===== src/rtl/alu_seq_pkg.sv =====
// Shared types and constants for the ALU sequencer: FSM state encoding,
// ALU operation select codes and the default datapath width.
// Imported by alu_seq_ctrl and alu_flag_gen.
package alu_seq_pkg;

  localparam int ALU_W_DEF = 4;

  typedef enum logic [1:0] {
    IDLE  = 2'd0,
    DRIVE = 2'd1,
    RESP  = 2'd2
  } state_e;

  // ALU operation select codes (cmd_op / alu_h)
  localparam logic [2:0] OP_PASS_A = 3'b000;  // A
  localparam logic [2:0] OP_ADD    = 3'b001;  // A + B
  localparam logic [2:0] OP_ADD_NB = 3'b010;  // A + ~B
  localparam logic [2:0] OP_DEC    = 3'b011;  // A - 1
  localparam logic [2:0] OP_AND    = 3'b100;  // A & B
  localparam logic [2:0] OP_OR     = 3'b101;  // A | B
  localparam logic [2:0] OP_XOR    = 3'b110;  // A ^ B
  localparam logic [2:0] OP_NOT_A  = 3'b111;  // ~A

endpackage


===== src/rtl/alu_flag_gen.sv =====
// Purpose : zero / negative flags for an ALU result.
// Latency : combinational.
// Backpressure: none (pure function of res).
// Ports   : res (WIDTH result in), zero (res == 0), neg (res MSB).
module alu_flag_gen
  import alu_seq_pkg::*;
#(
  parameter int WIDTH = ALU_W_DEF
) (
  input  logic [WIDTH-1:0] res,
  output logic             zero,
  output logic             neg
);

  assign zero = (res == '0);
  assign neg  = res[WIDTH-1];

endmodule


===== src/rtl/alu_seq_ctrl.sv =====
// Purpose : sequences commands through an external combinational ALU,
//           keeps an accumulator, captures the result with zero/neg flags.
// Latency : command accepted at edge k -> res_valid high after edge k+1,
//           seen at edge k+2; one command per 3 cycles at best.
// Backpressure: res_ready low holds the result and flags; cmd_ready stays
//           low until the result handshake completes.
// Ports   : clk/rst_n (async active-low); cmd_* command handshake and
//           fields; acc_clr accumulator clear (IDLE only, beats cmd_valid);
//           alu_a/alu_b/alu_h/alu_cin registered ALU drive, alu_f ALU
//           result; res_* result handshake, data and flags; op_count.
// Config  : define ALU_SEQ_OPCOUNT_EN to build the saturating op_count
//           counter; otherwise op_count is tied to 0.
module alu_seq_ctrl
  import alu_seq_pkg::*;
#(
  parameter int WIDTH = ALU_W_DEF,
  parameter int CNT_W = 8
) (
  input  logic             clk,
  input  logic             rst_n,
  input  logic             cmd_valid,
  output logic             cmd_ready,
  input  logic [2:0]       cmd_op,
  input  logic             cmd_cin,
  input  logic [WIDTH-1:0] cmd_a,
  input  logic [WIDTH-1:0] cmd_b,
  input  logic             cmd_use_acc,
  input  logic             acc_clr,
  output logic [WIDTH-1:0] alu_a,
  output logic [WIDTH-1:0] alu_b,
  output logic [2:0]       alu_h,
  output logic             alu_cin,
  input  logic [WIDTH-1:0] alu_f,
  output logic             res_valid,
  input  logic             res_ready,
  output logic [WIDTH-1:0] res_data,
  output logic             res_zero,
  output logic             res_neg,
  output logic [CNT_W-1:0] op_count
);

  state_e           state_q, state_d;
  logic [WIDTH-1:0] acc_q, acc_d;
  logic [WIDTH-1:0] alu_a_q, alu_a_d;
  logic [WIDTH-1:0] alu_b_q, alu_b_d;
  logic [2:0]       alu_h_q, alu_h_d;
  logic             alu_cin_q, alu_cin_d;
  logic [WIDTH-1:0] res_data_q, res_data_d;
  logic             res_valid_q, res_valid_d;
  logic             res_zero_q, res_zero_d;
  logic             res_neg_q, res_neg_d;
  logic             flag_zero, flag_neg;
  logic             res_hs;

  alu_flag_gen #(.WIDTH(WIDTH)) u_flag_gen (
    .res  (alu_f),
    .zero (flag_zero),
    .neg  (flag_neg)
  );

  // acc_clr wins over a same-cycle command, so it also masks cmd_ready.
  assign cmd_ready = (state_q == IDLE) && !acc_clr;
  assign res_hs    = res_valid_q && res_ready;

  always_comb begin
    state_d     = state_q;
    acc_d       = acc_q;
    alu_a_d     = alu_a_q;
    alu_b_d     = alu_b_q;
    alu_h_d     = alu_h_q;
    alu_cin_d   = alu_cin_q;
    res_data_d  = res_data_q;
    res_valid_d = res_valid_q;
    res_zero_d  = res_zero_q;
    res_neg_d   = res_neg_q;
    case (state_q)
      IDLE: begin
        if (acc_clr) begin
          acc_d = '0;
        end else if (cmd_valid) begin
          alu_a_d   = cmd_use_acc ? acc_q : cmd_a;
          alu_b_d   = cmd_b;
          alu_h_d   = cmd_op;
          alu_cin_d = cmd_cin;
          state_d   = DRIVE;
        end
      end
      // alu_* have been stable for a full cycle; alu_f is settled here.
      DRIVE: begin
        res_data_d  = alu_f;
        acc_d       = alu_f;
        res_zero_d  = flag_zero;
        res_neg_d   = flag_neg;
        res_valid_d = 1'b1;
        state_d     = RESP;
      end
      RESP: begin
        if (res_hs) begin
          res_valid_d = 1'b0;
          state_d     = IDLE;
        end
      end
      default: begin
        res_valid_d = 1'b0;
        state_d     = IDLE;
      end
    endcase
  end

  always_ff @(posedge clk or negedge rst_n) begin
    if (!rst_n) begin
      state_q     <= IDLE;
      acc_q       <= '0;
      alu_a_q     <= '0;
      alu_b_q     <= '0;
      alu_h_q     <= '0;
      alu_cin_q   <= 1'b0;
      res_data_q  <= '0;
      res_valid_q <= 1'b0;
      res_zero_q  <= 1'b0;
      res_neg_q   <= 1'b0;
    end else begin
      state_q     <= state_d;
      acc_q       <= acc_d;
      alu_a_q     <= alu_a_d;
      alu_b_q     <= alu_b_d;
      alu_h_q     <= alu_h_d;
      alu_cin_q   <= alu_cin_d;
      res_data_q  <= res_data_d;
      res_valid_q <= res_valid_d;
      res_zero_q  <= res_zero_d;
      res_neg_q   <= res_neg_d;
    end
  end

  assign alu_a     = alu_a_q;
  assign alu_b     = alu_b_q;
  assign alu_h     = alu_h_q;
  assign alu_cin   = alu_cin_q;
  assign res_data  = res_data_q;
  assign res_valid = res_valid_q;
  assign res_zero  = res_zero_q;
  assign res_neg   = res_neg_q;

`ifdef ALU_SEQ_OPCOUNT_EN
  logic [CNT_W-1:0] op_count_q, op_count_d;

  // Saturates at all-ones rather than wrapping.
  always_comb begin
    op_count_d = op_count_q;
    if (res_hs && (op_count_q != '1)) begin
      op_count_d = op_count_q + CNT_W'(1);
    end
  end

  always_ff @(posedge clk or negedge rst_n) begin
    if (!rst_n) begin
      op_count_q <= '0;
    end else begin
      op_count_q <= op_count_d;
    end
  end

  assign op_count = op_count_q;
`else
  assign op_count = '0;
`endif

endmodule


===== config.mk =====
export PLATFORM = sky130hd
export DESIGN_NAME = alu_seq_ctrl
export DESIGN_NICKNAME = d
export VERILOG_FILES = /design/src/rtl/alu_seq_pkg.sv /design/src/rtl/alu_flag_gen.sv /design/src/rtl/alu_seq_ctrl.sv
export SDC_FILE = /design/constraint.sdc
export NUM_CORES = 1
export LEC_CHECK = 0
export CAP_MARGIN = 20
export CELL_PAD_IN_SITES_DETAIL_PLACEMENT = 1
export CELL_PAD_IN_SITES_GLOBAL_PLACEMENT = 1
export CORE_UTILIZATION = 30
export DETAILED_ROUTE_END_ITERATION = 7
export MAX_ROUTING_LAYER = met4
export PLACE_DENSITY_LB_ADDON = 0.1
export SLEW_MARGIN = 30
export SYNTH_ARGS = -nofsm -noshare
export SYNTH_HDL_FRONTEND = slang
export SYNTH_SLANG_ARGS = --single-unit

===== constraint.sdc =====
create_clock -name clk -period 1.95 [get_ports clk]
set_clock_uncertainty 0.2 [all_clocks]
set_input_delay 0.39 -clock clk [delete_from_list [all_inputs] [get_ports clk]]
set_output_delay 0.39 -clock clk [all_outputs]
set_load 0.03 [all_outputs]

==> flow_metrics.env <==
export IMPL_synth_cell_types=15
export IMPL_power_density_nw_per_um2=1470
export IMPL_insertion_delay_ps=300
export IMPL_ant_nets=0
export IMPL_hold_violations=0
export IMPL_clockRootBuffer="clkbuf_4"
export IMPL_cts_made_buffers=3
export IMPL_worstPathRequired_ps=1360
export IMPL_status="complete, no violations"
export IMPL_syn_inst=71
export IMPL_core_um2=3340
export IMPL_grt_usage_pct=12.4
export IMPL_seq_area_frac_synth_pct=57.7
export IMPL_hold_class="primary input to async pin"
export IMPL_initial_core_util_pct=31.2
export IMPL_ys_ff_latch=24
export IMPL_fmaxAchievable_ghz=0.524
export IMPL_grt_start_max_net_pins=25
export IMPL_dpl_hpwl_um=1470
export IMPL_path_cells="clkdlybuf4s50_1 > buf_4 > nor3_4 > buf_4"
export IMPL_rows=21
export IMPL_grt_pass1_wl_um=3190
export IMPL_antenna_found_initial=0
export IMPL_worst_setup_path_start_kind="primary input"
export IMPL_nets=141
export IMPL_total_power_mw=2.28
export IMPL_vias=703
export IMPL_die_w_um=60.9
export IMPL_clk_pin_slew_ps=140
export IMPL_min_period_ps=1910
export IMPL_finish_utilization_pct=46.4
export IMPL_slowest_stage="clkdlybuf4s50_1"
export IMPL_setup_viol=0
export IMPL_dr_pass1_iters=4
export IMPL_cp_common_cell="buf_4"
export IMPL_cts_sinks=24
export IMPL_io_pin_count=50
export IMPL_dieArea_um2=3710
export IMPL_place_gp_congestion=0.675
export IMPL_p_leak_nw=0.716
export IMPL_wirelength_um=1990
export IMPL_cts_tree="done"
export IMPL_grt_pass1_vias=694
export IMPL_first_iter_violations=9
export IMPL_cts_htree_levels=1
export IMPL_final_period_utilization_pct=97.8
export IMPL_crit_fanout=2
export IMPL_port_buffers=41
export IMPL_arrival_ps=1320
export IMPL_yosys_warnings=0
export IMPL_cts_hold_buf=0
export IMPL_cpPeakStageDelay_ps=450
export IMPL_wl_per_cell_um=12.1
export IMPL_critPathCaptureType="output pin"
export IMPL_antenna_cells=0
export IMPL_slew_violations=0
export IMPL_synth_area_per_cell_um2=14.7
export IMPL_maxCapViolations=0
export IMPL_fin_tns_setup_ps=0
export IMPL_path_class="primary input to output pin"
export IMPL_via_per_inst=4.29
export IMPL_area_delta_synth_final_pct=48.7
export IMPL_syn_area_um2=1040
export IMPL_cts_max_path_buffers=2
export IMPL_drive_above_1_share_pct=28.0
export IMPL_overflow=0
export IMPL_ir_worst_vdd_uv=573
export IMPL_die_h_um=60.9
export IMPL_drc_errors=0
export IMPL_rsz0062_at_grt="false"
-- logic make-up (layout without fill, tap and decap cells) --
family / Yosys count / count (layout) / synth area share, %
flops: 24 / 24 / 57.7
compound gates: 8 / 8 / 5.77
buf+inv: 10 / 50 / 7.57
simple gates: 7 / 7 / 5.89
other cells: 1 / 8 / 0.360
mux: 21 / 21 / 22.7
-- area by class of cell --
type	count	area, µm²
clock inverter	1	30.0
timing repair buffer	46	438
sequential	24	601
clock buffer	3	22.5
fill	364	1790
tap	46	57.6
multi-input combinational	44	399
-- worst paths after layout --
kind / start / to / slack, ps / cells after the start
max: acc_clr / cmd_ready / 40 / 4
min: rst_n / res_zero / 220 / 2
max reg2reg: state_q[0] / alu_b[3] / 280 / 4
min reg2reg: alu_a[3] / alu_a[3] / 320 / 1
max in group asynchronous: rst_n / state_q[0] / 1090 / 2
min in group clk: alu_a[3] / alu_a[3] / 320 / 1
-- through the flow --
stage | worst slack (ps) | instances | hold WS (ps) | area [µm²]
floorplan | 197 | 78 | -106 | 1070
global placement | -7.50 | 159 | 289 | 1500
detailed placement | -32.7 | 159 | 290 | 1500
CTS | 2.05 | 163 | 219 | 1530
global route | 22.3 | 164 | 228 | 1550
finish | 43.2 | 164 | 219 | 1550
-- sequential cells by signal, summed over array words and instances, names as in the netlist --
signal / flops
acc_q: 4
alu_a: 4
alu_b: 4
alu_cin: 1
alu_h: 3
res_data: 4
res_valid: 1
res_zero: 1
state_q: 2
-- synthesized netlist by cell type --
library cell	instances	area (µm²)
dfrtp_1	24	601
mux2_2	21	236
buf_4	9	67.6
a22o_1	4	35.0
nand2b_1	2	12.5
o21ai_0	2	10.0
and2_1	1	6.26
and2b_1	1	7.51
buf_6	1	11.3
conb_1	1	3.75
nor3_1	1	5.00
nor4_1	1	6.26
nor4b_4	1	23.8
o21a_1	1	7.51
o21bai_1	1	7.51
-- critical path: cells and delay by family --
| family | cells | cell delay [ps] |
|---|---|---|
| buf+inv | 3 | 810 |
| simple gates | 1 | 120 |
-- routing by layer --
metal	track usage, %	wire [µm]	up-vias
met4	6.82	15	0
met3	3.20	133	2
met2	17.3	917	25
li1	-	-	329
met1	16.4	925	347
met5	-	0	-
-- timing repair --
| item | 4_1_cts | 5_1_grt |
|---|---|---|
| buffers inserted | 0 | 1 |
| setup endpoints to repair | 19 | 2 |
| resized for setup | 19 | 2 |
-- report_power, final --
part           internal [mW]  total [mW]  leakage, nW  switching, mW
registers              0.712       0.839        0.297          0.127
logic                  0.461        1.08        0.391          0.623
clock network          0.208       0.353       0.0279          0.146
-- placed cells by master (no fill, tap or decap) --
master / instances
mux2_2: 21
bufinv_16: 1
and2b_1: 1
dfrtp_1: 24
o21ai_0: 2
nor3_4: 1
a22o_1: 4
conb_1: 8
o21a_1: 1
o21bai_1: 1
clkdlybuf4s50_1: 21
nor4_1: 1
dlygate4sd2_1: 18
buf_12: 1
buf_4: 5
dlymetal6s2s_1: 1
nand2b_1: 2
nor4b_4: 1
clkbuf_4: 3
and2_1: 1
No activity file was read; power rests on OpenSTA's default activity.
